==> config.mk <==
export PLATFORM = sky130hd
export DESIGN_NAME = tristate_bus_ctrl_flat
export DESIGN_NICKNAME = d
export VERILOG_FILES = /design/src/rtl/tristate_bus_pkg.sv /design/src/rtl/tristate_bus_ctrl_if.sv /design/src/rtl/rr_arbiter.sv /design/src/rtl/tristate_bus_ctrl.sv /design/src/flat_wrapper.sv
export SDC_FILE = /design/constraint.sdc
export NUM_CORES = 1
export LEC_CHECK = 0
export CAP_MARGIN = 25
export CORE_MARGIN = 3
export CORE_UTILIZATION = 47
export CTS_BUF_LIST = sky130_fd_sc_hd__clkbuf_8 sky130_fd_sc_hd__clkbuf_16
export DETAILED_ROUTE_END_ITERATION = 10
export PLACE_DENSITY = 0.85
export SKIP_LAST_GASP = 1
export SLEW_MARGIN = 20
export SYNTH_ARGS = -nofsm -noshare
export SYNTH_HDL_FRONTEND = slang
export SYNTH_HIERARCHICAL = 1
export SYNTH_SLANG_ARGS = --single-unit
export TNS_END_PERCENT = 30
==> constraint.sdc <==
create_clock -name clk -period 4.7 [get_ports clk]
set_clock_uncertainty 0.1 [all_clocks]
set_input_delay 0.47 -clock clk [delete_from_list [all_inputs] [get_ports clk]]
set_output_delay 0.47 -clock clk [all_outputs]
set_load 0.02 [all_outputs]
==> src/rtl/tristate_bus_pkg.sv <==
// ---------------------------------------------------------------------------
// tristate_bus_pkg
//
// Shared types and constants for the tristate bus controller slice.
//   state_e : bus-owner FSM states (IDLE, DRIVE, TURN)
//   BEAT_W  : width of the DRIVE beat counter (holds MAX_BURST up to 15)
//   TURN_W  : width of the turnaround counter (holds TURN_CYC up to 3)
// ---------------------------------------------------------------------------
package tristate_bus_pkg;

    typedef enum logic [1:0] {
        IDLE  = 2'd0,
        DRIVE = 2'd1,
        TURN  = 2'd2
    } state_e;

    localparam int BEAT_W = 4;
    localparam int TURN_W = 2;

endpackage

==> src/rtl/tristate_bus_ctrl_if.sv <==
// ---------------------------------------------------------------------------
// tristate_bus_ctrl_if
//
// Bundles the requester-side and bus-side signals of the controller.
//   req        : per-requester bus request (level)
//   data_in    : per-requester data, slice i belongs to requester i
//   grant      : one-hot registered grant, or all zero
//   bus_en     : registered enable for the external tristate buffers
//   bus_data   : data presented to the tristate buffers
//   bus_in     : readback of the resolved shared bus
//   contention : sticky contention flag
//
// Handshake: a requester raises req and holds it for as long as it wants
// the bus; grant[i] high is the acknowledgement and means requester i owns
// the bus in that cycle. Ownership ends when the requester drops req or the
// burst limit is hit; after that the bus idles for the turnaround period and
// requests seen during turnaround have no effect until IDLE is reached.
//
// Modports: master = controller side, slave = requester/bus side.
// ---------------------------------------------------------------------------
interface tristate_bus_ctrl_if #(
    parameter int N_REQ  = 4,
    parameter int DATA_W = 8
);
    logic [N_REQ-1:0]        req;
    logic [N_REQ*DATA_W-1:0] data_in;
    logic [N_REQ-1:0]        grant;
    logic                    bus_en;
    logic [DATA_W-1:0]       bus_data;
    logic [DATA_W-1:0]       bus_in;
    logic                    contention;

    modport master (
        input  req,
        input  data_in,
        input  bus_in,
        output grant,
        output bus_en,
        output bus_data,
        output contention
    );

    modport slave (
        output req,
        output data_in,
        output bus_in,
        input  grant,
        input  bus_en,
        input  bus_data,
        input  contention
    );
endinterface

==> src/rtl/rr_arbiter.sv <==
// ---------------------------------------------------------------------------
// rr_arbiter
//
// Combinational round-robin winner selection. The search starts at
// (last_owner + 1) mod N_REQ and wraps, so the previous owner has the lowest
// priority.
//   req        : in  N_REQ  request vector
//   last_owner : in  IDX_W  index of the most recent owner
//   winner     : out N_REQ  one-hot winner, zero when no request is set
// ---------------------------------------------------------------------------
module rr_arbiter #(
    parameter int N_REQ = 4,
    parameter int IDX_W = 2
) (
    input  logic [N_REQ-1:0] req,
    input  logic [IDX_W-1:0] last_owner,
    output logic [N_REQ-1:0] winner
);

    always_comb begin
        logic           found;
        int unsigned    pos;
        logic [IDX_W-1:0] pos_idx;
        winner  = '0;
        found   = 1'b0;
        pos     = 0;
        pos_idx = '0;
        for (int k = 1; k <= N_REQ; k++) begin
            pos     = (int'(last_owner) + k) % N_REQ;
            pos_idx = IDX_W'(pos);
            if (!found && req[pos_idx]) begin
                winner[pos_idx] = 1'b1;
                found           = 1'b1;
            end
        end
    end

endmodule

==> src/rtl/tristate_bus_ctrl.sv <==
// ---------------------------------------------------------------------------
// tristate_bus_ctrl
//
// Arbitrates a shared tristate bus among N_REQ requesters. A round-robin
// winner is granted for up to MAX_BURST cycles, then the bus idles for
// TURN_CYC cycles before the next owner is picked.
//
// Ports:
//   clk   : in   sole clock, rising edge
//   rst   : in   synchronous reset, active high
//   bus   : tristate_bus_ctrl_if.master (req, data_in, bus_in in;
//           grant, bus_en, bus_data, contention out)
//   state : out  current FSM state, for observation
//
// Build option: CONTENTION_CHECK_EN -- when defined, compares bus_in with
// bus_data on every edge where bus_en was high throughout the previous cycle
// and sets the sticky contention flag on a difference. When undefined,
// contention is tied low and bus_in is ignored.
// ---------------------------------------------------------------------------
module tristate_bus_ctrl
    import tristate_bus_pkg::*;
#(
    parameter int N_REQ     = 4,
    parameter int DATA_W    = 8,
    parameter int MAX_BURST = 4,
    parameter int TURN_CYC  = 1
) (
    input  logic                clk,
    input  logic                rst,
    tristate_bus_ctrl_if.master bus,
    output state_e              state
);

    localparam int IDX_W = (N_REQ > 1) ? $clog2(N_REQ) : 1;

    state_e             state_q, state_d;
    logic [N_REQ-1:0]   grant_q, grant_d;
    logic               bus_en_q, bus_en_d;
    logic [IDX_W-1:0]   owner_q, owner_d;
    logic [IDX_W-1:0]   last_owner_q, last_owner_d;
    logic [BEAT_W-1:0]  beat_q, beat_d;
    logic [TURN_W-1:0]  turn_q, turn_d;

    logic [N_REQ-1:0]   winner;
    logic [IDX_W-1:0]   winner_idx;
    logic               owner_req;
    logic               burst_done;
    logic [DATA_W-1:0]  data_arr [N_REQ];

    // Unpack the flat data vector so the owner slice can be indexed directly.
    for (genvar i = 0; i < N_REQ; i++) begin : g_unpack
        assign data_arr[i] = bus.data_in[i*DATA_W +: DATA_W];
    end

    rr_arbiter #(
        .N_REQ (N_REQ),
        .IDX_W (IDX_W)
    ) u_arb (
        .req        (bus.req),
        .last_owner (last_owner_q),
        .winner     (winner)
    );

    always_comb begin
        winner_idx = '0;
        for (int i = 0; i < N_REQ; i++) begin
            if (winner[i]) begin
                winner_idx = IDX_W'(i);
            end
        end
    end

    assign owner_req  = bus.req[owner_q];
    assign burst_done = (beat_q == BEAT_W'(MAX_BURST));

    // Next-state and next-output logic. grant and bus_en are registered so
    // they change together on the edge that enters or leaves DRIVE.
    always_comb begin
        state_d      = state_q;
        grant_d      = grant_q;
        bus_en_d     = bus_en_q;
        owner_d      = owner_q;
        last_owner_d = last_owner_q;
        beat_d       = beat_q;
        turn_d       = turn_q;

        case (state_q)
            IDLE: begin
                grant_d  = '0;
                bus_en_d = 1'b0;
                if (|bus.req) begin
                    state_d      = DRIVE;
                    grant_d      = winner;
                    bus_en_d     = 1'b1;
                    owner_d      = winner_idx;
                    // Updating here (not at DRIVE exit) keeps the rotation
                    // moving even when the same set keeps requesting.
                    last_owner_d = winner_idx;
                    beat_d       = BEAT_W'(1);
                end
            end

            DRIVE: begin
                // Request drop and burst limit in the same cycle collapse
                // into one exit; both conditions lead to the same branch.
                if (!owner_req || burst_done) begin
                    state_d  = TURN;
                    grant_d  = '0;
                    bus_en_d = 1'b0;
                    beat_d   = '0;
                    turn_d   = TURN_W'(1);
                end else begin
                    beat_d = beat_q + BEAT_W'(1);
                end
            end

            TURN: begin
                grant_d  = '0;
                bus_en_d = 1'b0;
                if (turn_q == TURN_W'(TURN_CYC)) begin
                    state_d = IDLE;
                    turn_d  = '0;
                end else begin
                    turn_d = turn_q + TURN_W'(1);
                end
            end

            default: begin
                state_d  = IDLE;
                grant_d  = '0;
                bus_en_d = 1'b0;
                beat_d   = '0;
                turn_d   = '0;
            end
        endcase
    end

    // Reset drops bus_en immediately with no turnaround, and points
    // last_owner at the highest index so requester 0 is favoured first.
    always_ff @(posedge clk) begin
        if (rst) begin
            state_q      <= IDLE;
            grant_q      <= '0;
            bus_en_q     <= 1'b0;
            owner_q      <= '0;
            last_owner_q <= IDX_W'(N_REQ - 1);
            beat_q       <= '0;
            turn_q       <= '0;
        end else begin
            state_q      <= state_d;
            grant_q      <= grant_d;
            bus_en_q     <= bus_en_d;
            owner_q      <= owner_d;
            last_owner_q <= last_owner_d;
            beat_q       <= beat_d;
            turn_q       <= turn_d;
        end
    end

    assign bus.grant    = grant_q;
    assign bus.bus_en   = bus_en_q;
    // Only the owner slice reaches the bus; other requesters' data is
    // never selected.
    assign bus.bus_data = bus_en_q ? data_arr[owner_q] : '0;
    assign state        = state_q;

`ifdef CONTENTION_CHECK_EN
    logic contention_q;

    // bus_en_q high at an edge means it was high for the whole cycle that
    // just ended, so the readback had a full cycle to settle.
    always_ff @(posedge clk) begin
        if (rst) begin
            contention_q <= 1'b0;
        end else if (bus_en_q && (bus.bus_in != bus.bus_data)) begin
            contention_q <= 1'b1;
        end
    end

    assign bus.contention = contention_q;
`else
    logic unused_bus_in;

    assign unused_bus_in  = ^bus.bus_in;
    assign bus.contention = 1'b0;
`endif

endmodule

==> src/flat_wrapper.sv <==
// flat-port wrapper written by rule: the top's interface ports become plain ports
module tristate_bus_ctrl_flat import tristate_bus_pkg::*;
#(
    parameter int N_REQ     = 4,
    parameter int DATA_W    = 8,
    parameter int MAX_BURST = 4,
    parameter int TURN_CYC  = 1
)
  (clk, rst, state, bus_req, bus_data_in, bus_bus_in, bus_grant, bus_bus_en, bus_bus_data, bus_contention);
  tristate_bus_ctrl_if #(.N_REQ(N_REQ), .DATA_W(DATA_W)) bus_i ();
  input  logic clk;
  input  logic rst;
  output state_e state;
  input wire logic [$bits(bus_i.req)-1:0] bus_req;
  input wire logic [$bits(bus_i.data_in)-1:0] bus_data_in;
  input wire logic [$bits(bus_i.bus_in)-1:0] bus_bus_in;
  output wire logic [$bits(bus_i.grant)-1:0] bus_grant;
  output wire logic [$bits(bus_i.bus_en)-1:0] bus_bus_en;
  output wire logic [$bits(bus_i.bus_data)-1:0] bus_bus_data;
  output wire logic [$bits(bus_i.contention)-1:0] bus_contention;
  assign bus_i.req = bus_req;
  assign bus_i.data_in = bus_data_in;
  assign bus_i.bus_in = bus_bus_in;
  assign bus_grant = bus_i.grant;
  assign bus_bus_en = bus_i.bus_en;
  assign bus_bus_data = bus_i.bus_data;
  assign bus_contention = bus_i.contention;
  tristate_bus_ctrl #(.N_REQ(N_REQ), .DATA_W(DATA_W), .MAX_BURST(MAX_BURST), .TURN_CYC(TURN_CYC)) u_core (.clk(clk), .rst(rst), .bus(bus_i), .state(state));
endmodule
### Word-level counts from Yosys, hierarchy flattened

Cells that the tools add are included.

| cells by class | value |
|---|---|
| equality and inequality tests | 7 |
| multiplexer cells | 48 |
| $lt $le $gt $ge | 10 |
| add/sub/neg operators | 6 |
| bitwise logic cells | 6 |
| reductions and logical operators | 18 |

Operators by type and width:

| operator | count |
|---|---|
| $mux 4 | 8 |
| $mux 8 | 3 |
| $bmux 8 s2 | 1 |
| $lt 2x3->1 const B | 5 |
| $mux 1 | 15 |
| $mux 2 | 7 |
| $or 4x4->4 | 3 |
| $pmux 2 s3 | 2 |
| $pmux 4 s3 | 1 |
| $bmux 1 s2 | 5 |
| $demux 1 s2 | 4 |
| $ge 2x1->1 const B | 4 |
| $pmux 4 s2 | 1 |
| $logic_and 1x1->1 | 7 |
| $add 2x1->2 const B | 3 |
| $ne 2x1->1 const B | 3 |
| $reduce_and 2->1 | 3 |
| $add 2x2->2 const B | 2 |
| $add 4x1->4 const B | 1 |
| $eq 2x1->1 const B | 2 |
| $eq 4x3->1 const B | 1 |
| $logic_not 1->1 | 4 |
| $reduce_or 4->1 | 1 |
| $ge 3x3->1 const B | 1 |
| 7 further kinds | 8 |

| word-level totals | value |
|---|---|
| output and inout port bits | 16 |
| register bits | 17 |
| logic and storage cells | 102 |

### Logic depth before layout (Yosys ltp)

| logic depth | value |
|---|---|
| word-level depth | 16 |
| depth in mapped cells | 10 |
| gate-level depth less buffers | 9 |

### Modules after synthesis

Netlist, hierarchy kept.

By module, submodules not included:

| module | instances | area an instance (um^2) | cells an instance | sequential area each (um^2) |
|---|---|---|---|---|
| tristate_bus_ctrl | 1 | 1162.4 | 125 | 340.3 |
| rr_arbiter | 1 | 357.8 | 38 | 0.0 |

### Least setup slack after synthesis

OpenSTA, ideal clock, no wires.

| timing path | value |
|---|---|
| kind | register -> register |
| from | register u_core.last_owner_q[0] |
| to | register u_core.last_owner_q[0] |
| required time | 4473 ps |
| arrival time | 2438 ps |
| slack | 2035 ps |
| period minus slack after synthesis | 2665 ps |
| setup time | 127 ps |
| path buffers | 0 |
| cell stages (with the launch flop) | 10 |
| path through | dfxtp_1 > inv_1 > ha_1 > mux4_1 > nor4b_4 > nand2_1 > o211ai_1 > nor2b_1 > nor3b_1 > o21ai_0 |

| between the ends | value |
|---|---|
| elaborated cells between the ends (all ways) | 51 |
| classes of those cells | 4 x add/sub; 8 x order compare; 26 x mux; 3 x bitwise; 10 x reduce/logical |

RTL lines:

| element | RTL line | source |
|---|---|---|
| from (decl) | tristate_bus_ctrl.sv:40 | `logic [IDX_W-1:0] last_owner_q, last_owner_d;` |
| from (signal assigned) | tristate_bus_ctrl.sv:146 | `last_owner_q <= IDX_W'(N_REQ - 1);` |
| from (signal assigned) | tristate_bus_ctrl.sv:154 | `last_owner_q <= last_owner_d;` |
| branches (longest 12 deep; another with $lt 2x3->1) | -- |  |
| $mux 4 (*) | rr_arbiter.sv:31 | `if (!found && req[pos_idx]) begin` |
| via u_core.winner[2] | tristate_bus_ctrl.sv:44 | `logic [N_REQ-1:0] winner;` |
| $mux 2 (*) (2 in a row) | tristate_bus_ctrl.sv:67 | `if (winner[i]) begin` |

Mark *: on every way through the listed nets, which the timed path passes. The select of a mux whose other input is x is not followed.
A chain may end at the register's enable or synchronous reset.

### Final worst setup path

Ends and elaborated chain as after synthesis.

==> results.md <==
- Status: finished clean
- Seq/Total Area, Yosys: 0.224
- Hold Path Depth: 2
- RSZ-0062 raised after global routing: false
- Max Slew Vio Count: 0
- Final Wtd Congestion: 0.814
- Fraction of layout cells with a size suffix above 1: 0.0664
- Clock Pin Slew Worst Setup and Hold Paths: 0.07 ns
- Starting DRC count in detailed routing: 145
- Seq cells post-synth: 17
- Routed vias: 1393
- Crit Path Max Fanout: 10
- Routed wire length: 3.93 mm
- Gr usage total: 0.204
- Final Setup Violations: 0
- DIE AREA: 0.00395 mm^2
- Clk buf depth: 2
- Clk_lat worst skew: 0.25 ns
- Lkg Pwr: 0.000792 uW
- Post-cts gate resize count: 0
- Synth warnings: 6
- Vias per inst: 5.46
- P_sw: 432 uW
- Setup TNS: 0 ns
- P per Cell Area: 475 mW/mm^2
- Mapped cell area: 0.00152 mm^2
- Net switching fraction of the power: 0.435
- Remaining antenna violation count: 0
- Initial cell density of the core: 0.494
- PortBufs: 52
- WP data required: 4.72 ns
- Synth-to-Final Area Change: 37.5%
- Final count of hold timing violations: 0
- Tcrit/Tclk final: 0.647
- Min cycle time layout: 3.04 ns
- CP Launch Type: flip-flop
- Ys flop type: dfxtp_1
- Worst Hold Class: reg2reg
- Combinational share of power: 0.634
- Clock group share of total power: 0.110
- Syn nets: 224
- Root buffer cell: clkbuf_8
- CTS H-tree lvls: 1
- DR pass1 iterations: 6
- CP Class: reg2reg
- Max frequency: 329 MHz
- Vias in the first global route: 1409
- GRT overflow: 0
- Most frequent cells in the layout: clkdlybuf4s50_1, nand2_1, dfxtp_1
- Core region area: 0.00308 mm^2
- DR WL/cell: 15.4 um
- Distinct cells, synth: 36
- Chip Height: 62.9 um
- Commonest non-fill, non-tap cell in the layout: clkdlybuf4s50_1
- Final #Nets: 273
- Tot Pwr: 993 uW
- Post-DP HPWL: 3.16 mm
- Initial antenna violation count: 0
- First-pass GRT wire length: 6.56 mm
- TritonCTS Buffers: 3
- Slew @ Worst Pin: 0.717 ns
- CTS tree: built
- Asr flop ratio synth: 0
- CP arrival: 3.06 ns
- # clock sinks: 17
- Cell count after synthesis: 163
- Largest net degree at the start of global routing: 19
- Row cnt: 20
- Max-Cap Viols: 0
- Drt drc: 0
- Critical path endpoint category: flip-flop
- Syn_area_per_cell: 9.33 um^2
- # diodes: 0
- Max IR drop VDD: 324 uV
- Hold-fix buffers, CTS: 0
- Headroom to the max-slew limit: 0.522
- R2R cell count: 9
- Die Wd: 62.9 um
- # IOs: 62
- Seq pwr share: 0.256
- Setup bufs post-CTS: 0
- Number of flops mapped to enable cells by yosys: 0
- P_int: 561 uW
state kept, by name, summed over array words and instances, names as in the netlist:
signal,cells
u_core/owner_q,2
u_core/beat_q,4
u_core/turn_q,2
u_core/state,2
u_core/bus.grant,4
u_core/bus.bus_en,1
u_core/last_owner_q,2
stage by stage:
stage          setup WS (ns)  area (um^2)  std cells  hold slack [ns]   util
2_1_floorplan           2.03         1520        163            0.307      -
3_3_place_gp            1.81         2040        251            0.320  0.664
3_5_place_dp            1.68         2040        251            0.321  0.664
4_1_cts                 1.65         2090        255            0.334  0.679
5_1_grt                 1.41         2090        255            0.354  0.679
6_report                1.66         2090        255            0.331  0.679
cell families (layout without fill, tap and decap cells):
logic type	after synthesis	in the layout	share of synthesized area
and+or+nand+nor	60	60	0.216
AOI/OAI and AO/OA	34	34	0.151
buffers and inverters	19	67	0.0609
muxes	17	17	0.223
DFF	17	17	0.224
adders and majority gates	15	15	0.123
other	1	1	0.00247
power groups by stage:
stage	registers [uW]	logic, uW	clock network, uW
after global placement	253	597	0
after global routing	266	685	119
after detailed placement	259	625	0
final	254	630	109
after CTS	256	628	113
after floorplan	251	450	0
critical path, cell delays in order (launching register included):
cell and delay (ns):
dfxtp_1 0.58, inv_1 0.17, ha_1 0.36, mux4_1 0.64
nor4b_4 0.33, nand2_1 0.09, o211ai_1 0.16, nor2b_1 0.09
nor3b_1 0.24, o21ai_0 0.14
cell usage after synthesis, types with 3 or more instances:
master,count,share of area
nor2b_1,3,0.012
nand2_1,20,0.049
a21oi_1,14,0.046
and2_1,8,0.033
nor3b_1,7,0.035
a21o_1,5,0.025
o211ai_1,5,0.025
mux4_1,5,0.086
nand3_1,7,0.023
mux4_2,7,0.10
inv_1,10,0.025
dfxtp_1,17,0.22
mux2i_1,5,0.033
clkbuf_1,3,0.0074
nor2_1,6,0.015
ha_1,15,0.12
worst paths after layout:
kind	startpoint	endpoint	slack [ns]
max	u_core/last_owner_q[0]	u_core/last_owner_q[0]	1.66
min	u_core/turn_q[1]	u_core/turn_q[1]	0.33
max reg2reg	u_core/last_owner_q[0]	u_core/last_owner_q[0]	1.66
min reg2reg	u_core/turn_q[1]	u_core/turn_q[1]	0.33
area by class of cell:
cell class                      count  area, um^2
Tap cell                           44        55.1
Fill cell                         244         987
Inverter                           11        41.3
Sequential cell                    17         340
Clock inverter                      1        5.00
Clock buffer                        3        41.3
Timing Repair Buffer               52         520
Multi-Input combinational cell    127        1090
per-layer routing:
metal	vias up	part of all wire	GRT usage
met2	36	0.57	0.398
met3	8	0.031	0.0216
met5	-	0	0
li1	697	-	-
met4	0	0.020	0.0716
met1	652	0.38	0.223
(Power assumes the default switching activity.)
==> RTL edit 1, RTL diff (config.mk and constraints unchanged) <==
`BEAT_W`: 4 -> 6.
--- a/src/rtl/tristate_bus_pkg.sv
+++ b/src/rtl/tristate_bus_pkg.sv
@@ -16,3 +16,3 @@
 
-    localparam int BEAT_W = 4;
+    localparam int BEAT_W = 6;
     localparam int TURN_W = 2;
Behaviour: no difference found for any inputs over 10 cycles, from zero or initial values and one cycle with rst high; that may be too few to reach the edited logic, so the function may still have changed.
==> RTL edit 1 against the unedited design <==
- routed wire length is 5.5% lower
- synthesized area is 9.2% higher
- setup slack better by 0.075 ns
- power is 3.0% higher
- sequential cell count is 2 higher
- core utilization is 0.71 points higher
- first-iteration DRC count is 19% lower
- design area is 5.1% higher
- highest routed layer unchanged
- largest power group unchanged
==> RTL edit 1: results <==
grt:
  use_met2: 0.302
  grt_use_total: 0.167
  grt_max_degree: 21
  grt_util_met1: 0.210
  grt_pass1_wl_mm: 5.81
  grt_pass1_vias: 1278
  antenna_found_initial: 0
  grt.met3_usage: 0.0274
outcome:
  status: "completed"
pwr:
  ir_worst_vdd_mv: 0.302
  p_leak_nw: 0.804
cts:
  post-cts-setup-buffer-count: 0
  clk_latency_ns: 0.26
  ctsResizeCount: 0
  cts_buffers: 3
  cts.reportedPaths.clkPinSlew_ns: 0.08
  cts-htree-levels: 1
  clockBufferDepth: 2
  clockRootBuffer: "clkbuf_8"
logic_synthesis:
  synthTopCellsByArea: "dfxtp_1, mux4_1, ha_1"
  synth_edf_count: 0
  ys_top_cells_by_count: "dfxtp_1, nand2_1, a21oi_1, ha_1, nand3_1"
  synth_cell_types: 40
  synthMuxAreaShare: 0.205
  yosysSeqAreaShare: 0.229
  synth_fa_ha_area_frac: 0.106
  syn_nets: 231
  async_flop_share: 0
  synth_compound_area_frac: 0.143
  synth_xor_area_frac: 0
  ys_warn_count: 6
placed_design:
  dpl.hpwl_mm: 2.86
  placed_area_mm2: 0.00215
  dp_slack_ns: 1.75
  io_buffers: 52
  routabilityCongestion: 0.929
timing:
  worstMarginPinSlew_ns: 0.671
  fin_tns_setup_ns: 0
routing:
  wl_mm: 3.71
  via_per_inst: 5.69
  firstDrtPassIters: 4
  first_iter_violations: 118
  drc: 0
cells_and_area:
  n_antenna_cell: 0
  top_register: "u_core/beat_q"
  largest_reg_flops: 6
  finish.net_count: 278
  layout-drive-gt1-share: 0.0599
worst_setup_path:
  crit_fanout: 10
  crit_arrival_ns: 2.98
min_path:
  min_path_type: "flip-flop to flip-flop"
==> RTL edit 1: cell count changes after synthesis, sizes merged, moves of 2 or more <==
cell / before / now
a31oi: 1 / 4
o21bai: 0 / 2
nand2b: 2 / 4
dfxtp: 17 / 19
nand3: 7 / 11
mux2i: 5 / 1
nand2: 20 / 16
or4: 0 / 4
nand4: 2 / 0
a21o: 5 / 1
==> RTL edit 1: report_power, final <==
part	leakage (nW)	total, mW	internal, mW	switching (mW)
logic	0.627	0.633	0.316	0.317
clock network	0.0217	0.115	0.0597	0.0557
registers	0.156	0.274	0.203	0.0708
==> RTL edit 1: layout make-up <==
type / instances / area, um2
multi-input cells: 132 / 1160
fillers: 262 / 1000
repair buffers: 52 / 520
flip-flops and latches: 19 / 380
well taps: 44 / 55.1
clock buffers: 3 / 41.3
inverters: 10 / 37.5
clock inverters: 1 / 7.51
==> RTL edit 1: worst max-delay path: stages (launching register included) <==
cell and delay, ns:
dfxtp_1 0.57, inv_1 0.18, ha_1 0.36, mux4_1 0.62, nor4b_4 0.30, nand2_1 0.09, o211ai_1 0.15, nor2b_1 0.08
nor3b_1 0.27, nor3_1 0.08
==> RTL edit 1: path summary, 6_finish.rpt <==
path / from / endpoint / slack, ns / cells after the start
max: u_core/last_owner_q[0] / u_core/owner_q[0] / 1.74 / 9
min: u_core/bus.grant[0] / u_core/bus.grant[0] / 0.36 / 2
max reg2reg: u_core/last_owner_q[0] / u_core/owner_q[0] / 1.74 / 9
min reg2reg: u_core/bus.grant[0] / u_core/bus.grant[0] / 0.36 / 2
==> RTL edit 1: cell families after synthesis <==
kind of cell	Yosys count
other	1
adders and majority gates	14
muxes	14
and+or+nand+nor	68
DFF	19
AOI/OAI and AO/OA	35
buffers and inverters	20
==> RTL edit 1: metal layers <==
metal	up-vias	part of all wire	routed length [um]
met4	0	0.0040	15
met1	707	0.43	1590
li1	734	-	-
met3	4	0.053	197
met2	39	0.52	1910
met5	-	0	0
==> RTL edit 1: stage by stage <==
step,util,cells,hold WS [ns],power [mW]
6_report,0.686,261,0.359,1.02
5_1_grt,0.686,261,0.383,1.11
4_1_cts,0.686,261,0.365,1.03
3_5_place_dp,0.671,257,0.354,0.909
3_3_place_gp,0.671,257,0.341,0.898
2_1_floorplan,-,171,0.350,0.748
==> RTL edit 2, RTL diff (same flow settings) <==
Without the edit above. The option `CONTENTION_CHECK_EN` is turned on by a define.
--- a/src/rtl/tristate_bus_ctrl.sv
+++ b/src/rtl/tristate_bus_ctrl.sv
@@ -19,2 +19,4 @@
 // ---------------------------------------------------------------------------
+`define CONTENTION_CHECK_EN
+
 module tristate_bus_ctrl
Formal check against the unedited RTL: not equivalent (Yosys sat finds a counterexample within 4 cycles, from zero or initial values and one cycle with rst high).
==> RTL edit 2 against the unedited design <==
- setup slack better by 0.070 ns
- highest routed layer unchanged
- die area is 7.4% higher
- design area is 11% higher
- largest power group unchanged
- synthesized area is 8.1% higher
- power is 12% higher
- sequential cell count is 1 higher
- count of clock-buffer cells in the layout is 1 higher
- routed wire length is 7.5% higher
==> RTL edit 2: results <==
routing:
  num_vias: 1557
  wl_mm: 4.22
  first_iter_violations: 52
  wl_per_cell_um: 15.1
  firstDrtPassIters: 4
logic_synthesis:
  synth_cell_types: 40
  yosysSeqAreaShare: 0.219
  ys_top_cells_by_count: "dfxtp_1, ha_1, nand2_1, a21oi_1, nor2_1"
  avgSynthCellArea_um2: 9.18
  synthTopCellsByArea: "dfxtp_1, ha_1, mux4_2"
placed_design:
  place_inst: 276
  dpl.hpwl_mm: 3.33
  dp_slack_ns: 1.77
  routabilityCongestion: 0.834
pwr:
  p_leak_nw: 0.852
  ir_worst_vdd_mv: 0.371
  pg_comb_mw: 0.710
  power_frac_seq: 0.251
  p_sw_mw: 0.492
  p_per_area_mw_per_mm2: 482
grt:
  grt_util_met1: 0.255
  grt_pass1_wl_mm: 6.84
  grt_pass1_vias: 1477
  use_met2: 0.346
  grt.met3_usage: 0.0479
worst_setup_path:
  crit_arrival_ns: 2.40
timing:
  worstMarginPinSlew_ns: 0.785
cells_and_area:
  layout-drive-gt1-share: 0.0593
  fill_cells: 262
  finish.net_count: 298
  fin_area_mm2: 0.00232
outcome:
  status: "completed"
[RTL edit 2: changes by cell type in the layout (fill, tap and decap cells not counted), moves of 2 or more]
cell and delta:
nor3_1 +2, o21ai_0 +5, clkdlybuf4s50_1 +9, mux2i_1 -2
and3_1 +3, nand4_1 -2, nor2_1 +5, nand2_1 -5
a21o_1 -5, o21bai_1 +3, a32oi_1 +2, xnor2_1 +4
nor3b_1 +2
[RTL edit 2: cells by family after synthesis]
| group | synth area share |
|---|---|
| and+or+nand+nor | 0.230 |
| DFF | 0.219 |
| AOI/OAI and AO/OA | 0.149 |
| muxes | 0.215 |
| buffers and inverters | 0.0517 |
| adders and majority gates | 0.114 |
| xor gates and xnor gates | 0.0213 |
[RTL edit 2: final cells by class]
| cell class | instances | share of cell area |
|---|---|---|
| multi-input cells | 143 | 0.517 |
| repair buffers | 61 | 0.263 |
| flip-flops and latches | 18 | 0.156 |
| clock buffers | 4 | 0.0238 |
| well taps | 44 | 0.0238 |
| inverters | 10 | 0.0162 |
[RTL edit 2: final timing paths]
path / start / endpoint / slack (ns) / cells after the start
setup reg to reg: u_core/last_owner_q[0] / u_core/last_owner_q[0] / 1.76 / 9
hold / removal: u_core/bus.grant[2] / u_core/bus.grant[2] / 0.35 / 2
hold reg to reg: u_core/bus.grant[2] / u_core/bus.grant[2] / 0.35 / 2
setup / recovery: u_core/owner_q[0] / bus_bus_data[6] / 1.73 / 3
[RTL edit 2: metal layers]
| metal | wire [um] | part of all wire |
|---|---|---|
| met2 | 2190 | 0.52 |
| met3 | 247 | 0.058 |
| met1 | 1770 | 0.42 |
| met5 | 0 | 0 |
| met4 | 21 | 0.0050 |
[RTL edit 2: critical path: stages (launching register included)]
cell and delay, ns:
dfxtp_1 0.72, mux4_1 0.71, and2_1 0.19, clkdlybuf4s50_1 0.53
